`config.mk`:
```
export PLATFORM = sky130hd
export DESIGN_NAME = bus_req_arbiter
export DESIGN_NICKNAME = d
export VERILOG_FILES = /design/src/rtl/bus_arb_pkg.sv /design/src/rtl/bus_req_arbiter_rr_pick.sv /design/src/rtl/bus_req_arbiter.sv
export SDC_FILE = /design/constraint.sdc
export NUM_CORES = 1
export LEC_CHECK = 0
export ABC_AREA = 1
export CAP_MARGIN = 20
export CELL_PAD_IN_SITES_DETAIL_PLACEMENT = 0
export CELL_PAD_IN_SITES_GLOBAL_PLACEMENT = 1
export CORE_ASPECT_RATIO = 1.4
export CORE_MARGIN = 2
export CORE_UTILIZATION = 29
export DETAILED_ROUTE_END_ITERATION = 8
export GPL_ROUTABILITY_DRIVEN = 0
export HOLD_SLACK_MARGIN = 0.12
export MAX_ROUTING_LAYER = met4
export PLACE_DENSITY = 0.86
export SLEW_MARGIN = 15
export SYNTH_ARGS = -nofsm -noshare
export SYNTH_HDL_FRONTEND = slang
export SYNTH_HIERARCHICAL = 1
export SYNTH_SLANG_ARGS = --single-unit
export TNS_END_PERCENT = 30
```
`constraint.sdc`:
```
create_clock -name clk -period 2.7 [get_ports clk]
set_input_delay 0.675 -clock clk [delete_from_list [all_inputs] [get_ports clk]]
set_output_delay 0.675 -clock clk [all_outputs]
set_load 0.05 [all_outputs]
```
`src/rtl/bus_arb_pkg.sv`:
```
// Shared types and helpers for the register-map bus arbiter.
package bus_arb_pkg;

   typedef enum logic [1:0] {IDLE, ISSUE, WAIT, RESP} arb_state_e;

   // Index width for a requester count; never narrower than one bit.
   function automatic int gid_width(input int n);
      return (n > 1) ? $clog2(n) : 1;
   endfunction

endpackage

```
`src/rtl/bus_req_arbiter_rr_pick.sv`:
```
// Round-robin picker: first set request at or after ptr, wrapping modulo N.
module rr_pick
   import bus_arb_pkg::*;
#(
   parameter int N = 2
) (
   input  logic [N-1:0]              req,
   input  logic [gid_width(N)-1:0]   ptr,
   output logic [N-1:0]              grant,
   output logic [gid_width(N)-1:0]   idx,
   output logic                      any
);

   localparam int GW = gid_width(N);

   int unsigned j;

   always_comb begin
      grant = '0;
      idx   = '0;
      any   = 1'b0;
      j     = 0;
      for (int unsigned k = 0; k < N; k++) begin
         // explicit wrap keeps non-power-of-2 N correct
         j = int'(ptr) + k;
         if (j >= N) j = j - N;
         if (!any && req[j]) begin
            any      = 1'b1;
            grant[j] = 1'b1;
            idx      = GW'(j);
         end
      end
   end

endmodule

```
`src/rtl/bus_req_arbiter.sv`:
```
// Round-robin arbiter sharing one register-map bus port between N_REQ masters,
// one outstanding transaction at a time, with an optional per-access timeout.
module bus_req_arbiter
   import bus_arb_pkg::*;
#(
   parameter int N_REQ          = 2,
   parameter int DATA_WIDTH     = 32,
   parameter int ADDR_WIDTH     = 11,
   parameter int TIMEOUT_CYCLES = 255
) (
   input  logic                          clk,
   input  logic                          rst,
   input  logic [N_REQ-1:0]              up_req,
   input  logic [N_REQ-1:0]              up_req_is_wr,
   input  logic [N_REQ*ADDR_WIDTH-1:0]   up_addr,
   input  logic [N_REQ*DATA_WIDTH-1:0]   up_wr_data,
   input  logic [N_REQ*DATA_WIDTH-1:0]   up_wr_biten,
   output logic [N_REQ-1:0]              up_ready,
   output logic                          up_err,
   output logic [DATA_WIDTH-1:0]         up_rd_data,
   output logic                          bus_req,
   output logic                          bus_req_is_wr,
   output logic [ADDR_WIDTH-1:0]         bus_addr,
   output logic [DATA_WIDTH-1:0]         bus_wr_data,
   output logic [DATA_WIDTH-1:0]         bus_wr_biten,
   output logic                          bus_req_stall_wr,
   output logic                          bus_req_stall_rd,
   input  logic                          bus_ready,
   input  logic                          bus_err,
   input  logic [DATA_WIDTH-1:0]         bus_rd_data,
   output logic [gid_width(N_REQ)-1:0]   grant_id,
   output logic                          busy,
   output logic                          timeout_evt
);

   localparam int              GW      = gid_width(N_REQ);
   localparam int              CW      = (TIMEOUT_CYCLES > 0) ? $clog2(TIMEOUT_CYCLES + 1) : 1;
   localparam logic [CW-1:0]   TO_MAX  = CW'(TIMEOUT_CYCLES);
   localparam logic [GW-1:0]   LAST_ID = GW'(N_REQ - 1);

   arb_state_e         state, state_nxt;
   logic [GW-1:0]      rr_ptr;
   logic [GW-1:0]      pick_idx;
   logic [N_REQ-1:0]   pick_grant;
   logic               pick_any;
   logic [N_REQ-1:0]   grant_oh;
   logic [CW-1:0]      to_cnt;
   logic               to_hit;
   logic               resp_err;

   rr_pick #(.N(N_REQ)) u_pick (
      .req   (up_req),
      .ptr   (rr_ptr),
      .grant (pick_grant),
      .idx   (pick_idx),
      .any   (pick_any)
   );

   // bus_ready takes priority over a coinciding timeout
   assign to_hit = (TIMEOUT_CYCLES != 0) && (state == WAIT) && !bus_ready && (to_cnt == TO_MAX);

   assign bus_req_stall_wr = 1'b0;
   assign bus_req_stall_rd = 1'b0;

   always_ff @(posedge clk or negedge rst) begin
      if (!rst) state <= IDLE;
      else      state <= state_nxt;
   end

   always_comb begin
      state_nxt = state;
      unique case (state)
         IDLE:    if (pick_any) state_nxt = ISSUE;
         ISSUE:   state_nxt = WAIT;
         WAIT:    if (bus_ready || to_hit) state_nxt = RESP;
         RESP:    state_nxt = IDLE;
         default: state_nxt = IDLE;
      endcase
   end

   always_comb begin
      bus_req  = (state == ISSUE);
      busy     = (state != IDLE);
      up_ready = (state == RESP) ? grant_oh : '0;
      up_err   = (state == RESP) && resp_err;
   end

   always_ff @(posedge clk or negedge rst) begin
      if (!rst) begin
         rr_ptr        <= '0;
         grant_id      <= '0;
         grant_oh      <= '0;
         bus_req_is_wr <= 1'b0;
         bus_addr      <= '0;
         bus_wr_data   <= '0;
         bus_wr_biten  <= '0;
         to_cnt        <= '0;
         resp_err      <= 1'b0;
         up_rd_data    <= '0;
         timeout_evt   <= 1'b0;
      end else begin
         timeout_evt <= to_hit;
         unique case (state)
            IDLE: if (pick_any) begin
               grant_id      <= pick_idx;
               grant_oh      <= pick_grant;
               bus_req_is_wr <= up_req_is_wr[pick_idx];
               bus_addr      <= up_addr[pick_idx*ADDR_WIDTH +: ADDR_WIDTH];
               bus_wr_data   <= up_wr_data[pick_idx*DATA_WIDTH +: DATA_WIDTH];
               bus_wr_biten  <= up_wr_biten[pick_idx*DATA_WIDTH +: DATA_WIDTH];
            end
            ISSUE: to_cnt <= '0;
            WAIT: begin
               if (bus_ready) begin
                  resp_err   <= bus_err;
                  up_rd_data <= bus_req_is_wr ? '0 : bus_rd_data;
               end else if (to_hit) begin
                  resp_err   <= 1'b1;
                  up_rd_data <= '0;
               end else if (to_cnt != '1) begin
                  to_cnt <= to_cnt + 1'b1;
               end
            end
            RESP: rr_ptr <= (grant_id == LAST_ID) ? '0 : grant_id + 1'b1;
            default: ;
         endcase
      end
   end

endmodule

```
# Word level (Yosys, flattened, before mapping)
# Cells that the tools add are included.
dict set report word_totals {
  output_inout_bits 117
  regBits 124
}
dict set report op_classes {
  shifts 3
  n_mux 32
  n_eq_ne 10
  add_sub_neg 5
  mul 1
  n_bitwise 1
  n_reduce_logical 17
  magnitude_cmp 7
}
# cell count
set op_table {}
lappend op_table {{$mux W32} 5}
lappend op_table {{$shiftx A64 B7 Y32} 2}
lappend op_table {{$ge A32 B1 Y1 const B} 2}
lappend op_table {{$lt A32 B2 Y1 const B} 2}
lappend op_table {{$ge A32 B2 Y1 const B} 1}
lappend op_table {{$sub A32 B2 Y32 const B} 1}
lappend op_table {{$mux W8} 3}
lappend op_table {{$shiftx A22 B6 Y11} 1}
lappend op_table {{$pmux W8 S2} 1}
lappend op_table {{$mux W1} 15}
lappend op_table {{$mux W2} 5}
lappend op_table {{$add A8 B1 Y8 const B} 1}
lappend op_table {{$eq A8 B8 Y1 const B} 1}
lappend op_table {{$ne A8 B8 Y1 const B} 1}
lappend op_table {{$pmux W2 S4} 1}
lappend op_table {{$logic_and A1 B1 Y1} 6}
lappend op_table {{$ne A2 B2 Y1 const B} 3}
lappend op_table {{$reduce_and A2 Y1} 3}
lappend op_table {{$reduce_bool A2 Y1} 3}
lappend op_table {{$mul A1 B4 Y5 const B} 1}
lappend op_table {{$eq A2 B2 Y1 const B} 2}
lappend op_table {{$ne A2 B1 Y1 const B} 2}
lappend op_table {{$reduce_and A4 Y1} 1}
lappend op_table {{$sub A1 B2 Y3 const B} 1}
lappend op_table {{10 further kinds} 12}

# Logic depth before layout (Yosys ltp)
# Gate-level depths: netlist of the first run.
dict set report logic_depth {
  depth_word 10
  depth_mapped 10
  mapped_depth_nobuf 8
}

# Hierarchy
# The synthesis of the first run kept the hierarchy.
# module area_each_um2 n_inst cells_per_inst
set by_module_without_submodules {}
lappend by_module_without_submodules {bus_req_arbiter 5649.2 1 677}
lappend by_module_without_submodules {rr_pick 55.1 1 14}

# Worst setup path after synthesis of the first run
# OpenSTA, ideal clock, no wires.
dict set report synth_path {
  kind {input-to-reg}
  from {in up_req[0]}
  to {reg bus_wr_data[11]}
  path_buffers 2
  required_ns 2.576
  slack_ns 0.958
  t_arrival_ns 1.618
  path_stages 10
  cell_sequence {inv_1 nor2_2 nor2_1 nand2_1 nand2_1 inv_2 buf_4 buf_4 nor2_1 a21oi_1}
}
dict set report synth_via {
  elab_chain_len 7
}
# element line
set synth_lines {}
lappend synth_lines {{start: declaration} bus_req_arbiter.sv:13} ;# input logic [N_REQ-1:0] up_req,
lappend synth_lines {{$mux W1 (implied by the code) (2 in series)} bus_req_arbiter_rr_pick.sv:27} ;# if (!any && req[j]) begin
lappend synth_lines {{$mux W1} bus_req_arbiter_rr_pick.sv:27}
lappend synth_lines {{$logic_not A1 Y1} bus_req_arbiter_rr_pick.sv:27}
lappend synth_lines {{$logic_and A1 B1 Y1} bus_req_arbiter_rr_pick.sv:27}
lappend synth_lines {{$mux W1 (*)} bus_req_arbiter_rr_pick.sv:27}
lappend synth_lines {{via pick_any} bus_req_arbiter.sv:45} ;# logic pick_any;
lappend synth_lines {{$reduce_and A2 Y1 (no line) (*)} --}
lappend synth_lines {{end signal: assignment} bus_req_arbiter.sv:109} ;# bus_wr_data <= up_wr_data[pick_idx*DATA_WIDTH +: DATA_WIDTH];
lappend synth_lines {{end: declaration} bus_req_arbiter.sv:24} ;# output logic [DATA_WIDTH-1:0] bus_wr_data,
# Mark *: on every way through the listed nets, which the timed path passes. The rest lies on a longest branch. The select of a mux whose other input is x is not followed.
# A chain may end at the register's enable or synchronous reset.

# Worst setup path after layout of the first run
dict set report layout_path {
  from {reg state[1]}
  to {out busy}
}
dict set report layout_via {
  elab_chain_len 1
}
# element line
set layout_lines {}
lappend layout_lines {{start: declaration} bus_req_arbiter.sv:41} ;# arb_state_e state, state_nxt;
lappend layout_lines {{start signal: assignment} bus_req_arbiter.sv:67} ;# else state <= state_nxt;
lappend layout_lines {{$reduce_bool A2 Y1} bus_req_arbiter.sv:83} ;# busy = (state != IDLE);
lappend layout_lines {{end: declaration} bus_req_arbiter.sv:32} ;# output logic busy,
# Every way passes these cells.

==> flow_metrics.env, run 1 <==
export IMPL_run_status="finished clean"
export IMPL_grt_start_max_net_pins=77
export IMPL_ff2ff_path_depth=7
export IMPL_ys_types=27
export IMPL_tritoncts="yes"
export IMPL_power_density_nw_per_um2=1380
export IMPL_final_setup_viol_count=0
export IMPL_worstPathCellList="inv_1 > ha_1 > inv_1 > dlygate4sd2_1"
export IMPL_die_width_um=123
export IMPL_crit_cells=4
export IMPL_post_synth_cell_area_avg_um2=8.26
export IMPL_layout_setup_ws_ns=0.244
export IMPL_r2r_end="up_rd_data[0]"
export IMPL_grt_usage_pct=19.9
export IMPL_drt_iter0_markers=314
export IMPL_drt_total_wl_um=20200
export IMPL_drc=0
export IMPL_rows=60
export IMPL_yosysSeqAreaShare_pct=54.4
export IMPL_start_util_pct=29.6
export IMPL_timing_fmax_mhz=407
export IMPL_max_slew_worst_pin_slew_ns=0.586
export IMPL_cellLeakagePower_nw=4.26
export IMPL_critPathArrivalTime_ns=1.78
export IMPL_crit_path_end_kind="output pin"
export IMPL_netlist_instances=691
export IMPL_rsz0062_at_grt="no"
export IMPL_grt_pass1_vias=6041
export IMPL_worst_setup_hold_path_clk_slew_ns=0.06
export IMPL_critical_path_n_buffers_inverters=3
export IMPL_crit_path_start="state[1]"
export IMPL_critPathMaxStageDelay_ns=0.54
export IMPL_design_core_area_um2=19300
export IMPL_post_cts_repair_setup_buffers=0
export IMPL_drt_pass1_iter_count=5
export IMPL_layout_min_cycle_time_ns=2.46
export IMPL_dp_worst_setup_slack_ns=0.284
export IMPL_nFillCells=1814
export IMPL_die_area_um2=20800
export IMPL_grt_antenna_before_repair=0
export IMPL_hpwlAfterDp_um=14200
export IMPL_maxCapViolCount=0
export IMPL_r2r_slack_ns=0.88
export IMPL_number_of_max_slew_violations_in_the_final_report=0
export IMPL_setup_tns_ns=0
export IMPL_worstPathMaxFanout=4
export IMPL_clock_sinks=124
export IMPL_cp_endpoint="busy"
export IMPL_antenna_violating_nets_post_route=0
export IMPL_irDropWorstVdd_mv=0.668
export IMPL_criticalPathCategory="reg -> out"
export IMPL_final_min_period_over_clock_period_pct=91.0
export IMPL_setup_worst_path_start_class="register"
export IMPL_cts_htree_levels=4
export IMPL_vias_per_cell=4.72
export IMPL_synth_yosys_warnings=6
export IMPL_finalClockSkew_ns=0.00906
export IMPL_min_path_type="in -> async"
export IMPL_routed_via_count=5881
export IMPL_ys_ff_latch=124
export IMPL_global_route_overflow_total=0
export IMPL_design_portCount=307
export IMPL_port_buffer_count=304
export IMPL_critical_path_top_delay_family="buffers and inverters"
export IMPL_crit_path_frequent_cell="sky130_fd_sc_hd__inv_1"
export IMPL_cts_root_buf="sky130_fd_sc_hd__clkbuf_16"
export IMPL_global_route_wire_length_before_repair_um=31000
export IMPL_critical_path_required_ns=2.03
export IMPL_chipHeight_um=170
export IMPL_routedWlPerCell_um=16.2
export IMPL_antenna_diode_count=0
export IMPL_critical_path_slowest_cell="sky130_fd_sc_hd__dlygate4sd2_1"
export IMPL_timing_max_slew_rel_slack_pct=60.8
export IMPL_synthToLayoutAreaGrowth_pct=69.7
export IMPL_drive_above_1_share_pct=6.41
export IMPL_r2r_start="state[0]"
export IMPL_syn_cell_area_um2=5700
export IMPL_insertion_delay_ns=0.41
export IMPL_final_hold_viol_count=0
export IMPL_numCtsBuffers=17
export IMPL_final_stage_net_count=1181
export IMPL_ctsLongestPathBuffers=2
metal layers:
| metal | GRT usage, % | routed length, um | share of wire [%] |
|---|---|---|---|
| met5 | - | 0 | 0 |
| met4 | 6.95 | 375 | 1.9 |
| met3 | 5.70 | 1620 | 8.0 |
| met2 | 33.9 | 10200 | 51 |
| met1 | 22.0 | 8010 | 40 |
layout by cell type (no fill, tap or decap), types with 6 or more instances in the layout:
cell type                           n
sky130_fd_sc_hd__a21oi_1          154
sky130_fd_sc_hd__dfrtp_1          124
sky130_fd_sc_hd__nor2_1            91
sky130_fd_sc_hd__o21ai_1            6
sky130_fd_sc_hd__nand3_1           73
sky130_fd_sc_hd__buf_4             17
sky130_fd_sc_hd__clkdlybuf4s50_1  298
sky130_fd_sc_hd__nand2_1          149
sky130_fd_sc_hd__inv_1             17
sky130_fd_sc_hd__clkbuf_16         17
cell usage after synthesis:
library cell,count,share of area [%]
sky130_fd_sc_hd__buf_2,17,1.5
sky130_fd_sc_hd__nor2_1,93,6.1
sky130_fd_sc_hd__nand2_4,1,0.20
sky130_fd_sc_hd__conb_1,1,0.066
sky130_fd_sc_hd__o21a_1,1,0.13
sky130_fd_sc_hd__nand4_4,1,0.37
sky130_fd_sc_hd__dfrtp_1,124,54
sky130_fd_sc_hd__o21bai_1,2,0.26
sky130_fd_sc_hd__nand4_1,1,0.11
sky130_fd_sc_hd__or2_2,1,0.11
sky130_fd_sc_hd__xor2_1,1,0.15
sky130_fd_sc_hd__inv_2,3,0.20
sky130_fd_sc_hd__buf_4,6,0.79
sky130_fd_sc_hd__o21ai_0,1,0.088
sky130_fd_sc_hd__nand2_1,150,9.9
sky130_fd_sc_hd__a21oi_1,154,14
sky130_fd_sc_hd__nand2_2,2,0.22
sky130_fd_sc_hd__buf_6,3,0.59
sky130_fd_sc_hd__o21ai_1,6,0.53
sky130_fd_sc_hd__nor3_1,1,0.088
sky130_fd_sc_hd__nand3_1,73,6.4
sky130_fd_sc_hd__inv_1,17,1.1
sky130_fd_sc_hd__nor2_4,1,0.20
sky130_fd_sc_hd__ha_1,5,1.1
sky130_fd_sc_hd__nor2_2,1,0.11
sky130_fd_sc_hd__nand3b_1,2,0.26
sky130_fd_sc_hd__clkbuf_1,23,1.5
flip-flops by register name, summed over array words and instances (netlist names):
name           cells
bus_wr_biten      32
bus_wr_data       32
bus_req_is_wr      1
state              2
resp_err           1
bus_addr          11
timeout_evt        1
rr_ptr             1
up_rd_data        32
to_cnt             8
grant_oh           2
grant_id           1
worst reg2reg max path: cells and delay by family, from the launching register on:
family	cells	cell delay [ns]
fa+ha+maj	1	0.30
buf+inv	2	0.31
flops	1	0.39
simple gates	4	0.75
power by group:
part	internal [mW]	switching [mW]	total (mW)	leakage, nW
sequential	2.76	0.509	3.27	1.49
combinational	2.46	5.10	7.56	2.46
clock	1.71	0.855	2.56	0.315
metrics by stage:
step	cells	utilization [%]	area, um^2	total power [mW]	hold slack, ns
after floorplan	692	-	5710	8.16	0.379
after global placement	1215	46.8	9030	10.8	0.469
after detailed placement	1215	46.8	9030	10.9	0.473
after CTS	1246	50.2	9680	13.5	0.254
after global routing	1246	50.2	9680	14.1	0.276
final	1246	50.2	9680	13.4	0.250
cells by family after synthesis:
group | after synthesis | share of synthesized area [%]
adders and majority gates | 5 | 1.10
AOI/OAI and AO/OA | 164 | 14.5
and+or+nand+nor | 327 | 24.1
other | 1 | 0.0657
buffers and inverters | 69 | 5.70
DFF | 124 | 54.4
xor gates and xnor gates | 1 | 0.154
worst min-delay path by stage:
stage | startpoint | endpoint | slack, ns | cells past startpoint
finish | rst | up_rd_data[21] | 0.25 | 1
global route | rst | up_rd_data[21] | 0.28 | 1
CTS | rst | up_rd_data[21] | 0.25 | 1
detailed placement | grant_oh[1] | grant_oh[1] | 0.47 | 2
global placement | grant_oh[1] | grant_oh[1] | 0.47 | 2
floorplan | rst | bus_addr[0] | 0.38 | 0
repair_timing:
action,CTS,global route
resized for setup,4,1
pin swaps,0,0
endpoints found under the setup margin,4,1
hold buffers,0,0
area by class of cell:
type | instances | area [um^2] | share of cell area [%]
flip-flops and latches | 124 | 3100 | 32.0
repair buffers | 324 | 3240 | 33.4
clock buffers | 21 | 470 | 4.86
inverters | 20 | 75.1 | 0.775
well taps | 248 | 310 | 3.20
multi-input cells | 499 | 2300 | 23.7
clock inverters | 10 | 188 | 1.94
Power figures use the tool's default switching activity.
==> run 2, diff against run 1 <==
--- a/config.mk
+++ b/config.mk
@@ -12,6 +12,7 @@
 export CORE_ASPECT_RATIO = 1.4
 export CORE_MARGIN = 2
 export CORE_UTILIZATION = 29
+export CTS_CLUSTER_DIAMETER = 80
 export DETAILED_ROUTE_END_ITERATION = 8
 export GPL_ROUTABILITY_DRIVEN = 0
 export HOLD_SLACK_MARGIN = 0.12
==> results of run 2 <==
Final layout, timing and power as in run 1 (identical DEF).
==> patch 1, RTL diff (config.mk and constraints of run 2) <==
Put one more register stage on the output `timeout_evt`, cleared by the reset. The value now appears one clock later. The other outputs are not delayed to match.
--- a/src/rtl/bus_req_arbiter.sv
+++ b/src/rtl/bus_req_arbiter.sv
@@ -37,6 +37,8 @@
    localparam int              CW      = (TIMEOUT_CYCLES > 0) ? $clog2(TIMEOUT_CYCLES + 1) : 1;
    localparam logic [CW-1:0]   TO_MAX  = CW'(TIMEOUT_CYCLES);
    localparam logic [GW-1:0]   LAST_ID = GW'(N_REQ - 1);
+
+   logic timeout_evt_s0;
 
    arb_state_e         state, state_nxt;
    logic [GW-1:0]      rr_ptr;
@@ -97,9 +99,9 @@
          to_cnt        <= '0;
          resp_err      <= 1'b0;
          up_rd_data    <= '0;
-         timeout_evt   <= 1'b0;
+         timeout_evt_s0 <= 1'b0;
       end else begin
-         timeout_evt <= to_hit;
+         timeout_evt_s0 <= to_hit;
          unique case (state)
             IDLE: if (pick_any) begin
                grant_id      <= pick_idx;
@@ -127,5 +129,13 @@
       end
    end
 
+   always_ff @(posedge clk or negedge rst) begin
+      if (!rst) begin
+         timeout_evt <= '0;
+      end else begin
+         timeout_evt <= timeout_evt_s0;
+      end
+   end
+
 endmodule
 
Formal check against the unedited RTL: no difference found for any inputs over 4 cycles, from zero or initial values and one cycle with rst low; that may be too few to reach the edited logic, so the function may still have changed.
==> patch 1 against run 2 <==
Synthesized area increased by 0.44%. Largest power group unchanged. Power is 1.3% lower. Largest cell class unchanged. Synthesized cell count grew 0.14%. Core utilization shrank 0.19 points. First-iteration DRC count shrank 3.8%. Wire length is 2.7% lower. Count of clock-buffer cells in the layout fell by 2. Final area decreased by 0.37%. Setup slack worse by 130 ps. Sequential share of layout area grew 0.38 points. Critical path depth did not move. Hold slack gained 16 ps. Sequential cell count grew 1.
==> patch 1: results <==
set metrics [dict create \
    outcome "complete, no violations" \
    final-clk-cell-share_pct 6.29 \
    synth_cell_types 27 \
    cts_resized 0 \
    numCtsBuffers 17 \
    crit_start "state[1]" \
    dr.pass1.iters 8 \
    drive_above_1_share_pct 6.52 \
    syn_inst 692 \
    dp_slack_ps 303 \
    first_iter_violations 302 \
    n_all_inverters 20 \
    grt_use_total_pct 19.3 \
    min_period_over_period_pct 95.7 \
    diodes 1 \
    grt_pass1_wl_um 30600 \
    peakVddDrop_v 0.000751 \
    dr_wl_met3_um 1370 \
    num-nonclk-buffers 321 \
    endpoint "up_ready[0]" \
    slew_headroom_pct 60.5 \
    yosysSeqAreaShare_pct 54.6 \
    nClkBuffers 19 \
    final_util_pct 50.0 \
    wire_per_inst_um 15.8 \
    placed_cell_area_um2 9030 \
    grt_max_degree 76 \
    p_leak_nw 4.24 \
    multi_input_comb_cells 499 \
    cts_sinks 125 \
    layout.nets 1179 \
    bufAreaShareNonClock_pct 33.4 \
    clockRootBuffer "clkbuf_16" \
    holdWs_ps 266 \
    hpwl_um 13700 \
    cts_max_level 4 \
    wirelength_um 19700 \
    seq_area_um2 3130 \
    r2r-end "up_rd_data[0]" \
    synth_common_cells "a21oi_1, nand2_1, dfrtp_1" \
    synthTopCellsByArea "dfrtp_1, a21oi_1, nand2_1" \
    reg2reg_depth 7 \
    syn_area_um2 5730 \
    r2r-start "state[0]" \
    multi_input_area_share_pct 23.8 \
    reg2reg_slack_ps 980 \
    fin_skew_ps 11.0 \
    met2_wirelength_um 9880 \
    worst_path_largest_cell_delay_ps 810 \
    nFillCells 1824 \
    wirelength_met1_um 7900 \
    routed-via-count 5930 \
    arrival_ps 1910 \
    cp_slowest_cell "clkdlybuf4s50_1" \
]
patch 1: changes by cell type in the layout (fill, tap and decap cells not counted), moves of 2 or more:
| cell | delta |
|---|---|
| bufinv_16 | -2 |
| inv_6 | +3 |
| clkinv_2 | +2 |
| clkbuf_8 | -2 |
| dlygate4sd2_1 | -4 |
patch 1: cell families after synthesis:
family / count (synthesis) / share of synthesized area (%)
xor gates and xnor gates: 1 / 0.153
DFF: 125 / 54.6
other: 1 / 0.0655
AOI/OAI and AO/OA: 164 / 14.5
buffers and inverters: 69 / 5.68
adders and majority gates: 5 / 1.09
and+or+nand+nor: 327 / 24.0
patch 1: report_power, final:
| group | total, mW | switching [mW] | internal (mW) |
|---|---|---|---|
| logic | 7.56 | 5.07 | 2.49 |
| registers | 3.27 | 0.497 | 2.77 |
| clock network | 2.38 | 0.898 | 1.48 |
| total | 13.2 | 6.47 | 6.74 |
patch 1: per-layer routing:
metal	up-vias	track usage, %
met5	-	-
met4	0	6.90
met3	33	5.29
met2	254	31.7
met1	2779	22.5
li1	2864	-
==> patch 2, RTL diff (config.mk and constraints of run 2) <==
Without the edit above. `TIMEOUT_CYCLES`: 255 -> 510.
--- a/src/rtl/bus_req_arbiter.sv
+++ b/src/rtl/bus_req_arbiter.sv
@@ -6,7 +6,7 @@
    parameter int N_REQ          = 2,
    parameter int DATA_WIDTH     = 32,
    parameter int ADDR_WIDTH     = 11,
-   parameter int TIMEOUT_CYCLES = 255
+   parameter int TIMEOUT_CYCLES = 510
 ) (
    input  logic                          clk,
    input  logic                          rst,
Formal check against the unedited RTL: no difference found for any inputs over 4 cycles, from zero or initial values and one cycle with rst low; that may be too few to reach the edited logic, so the function may still have changed.
==> patch 2 against run 2 <==
Synthesized area up 2.5%. Largest power group unchanged. Sequential cell count up 1. Power down 3.0%. Wire length up 3.5%. Final area down 0.26%. Setup slack better by 49 ps. Global-route usage up 0.12 points.
==> patch 2: results <==
set metrics [dict create \
    grt_pass1_vias 6168 \
    r2r-start "to_cnt[0]" \
    reg2reg_slack_ps 660 \
    dp_slack_ps 407 \
    multi_input_comb_cells 514 \
    routed-via-count 6059 \
    drive_above_1_share_pct 6.52 \
    r2r-end "to_cnt[3]" \
    grt_max_degree 78 \
    reg2reg_depth 11 \
    synth_xor_area_share_pct 0 \
    switching_power_mw 6.58 \
    grt_use_total_pct 20.0 \
    nWellTaps 252 \
    bufAreaShareNonClock_pct 33.3 \
    hpwl_um 14600 \
    peakVddDrop_v 0.000611 \
    synth_common_cells "nand2_1, a21oi_1, dfrtp_1" \
    nFlopsAndLatches 125 \
    synth_cell_types 29 \
    comb-power_mw 7.66 \
    wire_per_inst_um 16.5 \
    final-clk-cell-share_pct 5.43 \
    arrival_ps 1730 \
    holdWs_ps 188 \
    p_leak_nw 4.22 \
    fin_cells 1265 \
    postLayoutSetupSlackWorst_ps 292 \
    endpoint "up_err" \
    slew_headroom_pct 60.5 \
    num-nonclk-buffers 317 \
    yosysSeqAreaShare_pct 53.5 \
    power_density_nw_per_um2 1350 \
    grt_pass1_wl_um 31900 \
    nFillCells 1928 \
    n_all_inverters 26 \
    first_iter_violations 283 \
    critPathMaxFanout 5 \
    outcome "complete, no violations" \
    placed_cell_area_um2 9130 \
    seq_area_share_pct 32.4 \
    synth_area_per_cell_um2 8.18 \
    synthAdderAreaFrac_pct 1.71 \
    dp_cells 1234 \
    fin_skew_ps 9.23 \
    areaGrowthSynthToFinish_pct 65.2 \
    multi_input_area_um2 2370 \
    synthTopCellsByArea "dfrtp_1, a21oi_1, nand2_1" \
]
[patch 2: changes by cell type in the layout (fill, tap and decap cells not counted), sizes merged, moves of 5 or more]
cell | before | now
nand4 | 2 | 32
nand2 | 153 | 196
o21ai | 7 | 12
bufinv | 5 | 0
clkinv | 3 | 9
inv | 20 | 27
nand3 | 73 | 12
buf | 21 | 16
[patch 2: what timing repair did]
action	4_1_cts	5_1_grt
setup endpoints to repair	1	2
endpoints found under the hold margin	0	0
buffers inserted	0	0
gates resized for setup	1	2
[patch 2: layer usage]
layer  share of wire, %  vias up  routed length [µm]  track usage, %
met3                7.9       35                1650            5.90
met2                 50      253               10500            33.8
met4                2.5        0                 520            6.74
li1                   -     2913                   -               -
met1                 39     2858                8210            22.4
met5                  0        -                   0               -
[patch 2: worst max-delay path, cell delays in order (launching register included)]
cell and delay [ps]:
dfrtp_1 400, ha_1 250, nand2_1 80, inv_1 50, dlygate4sd2_1 530
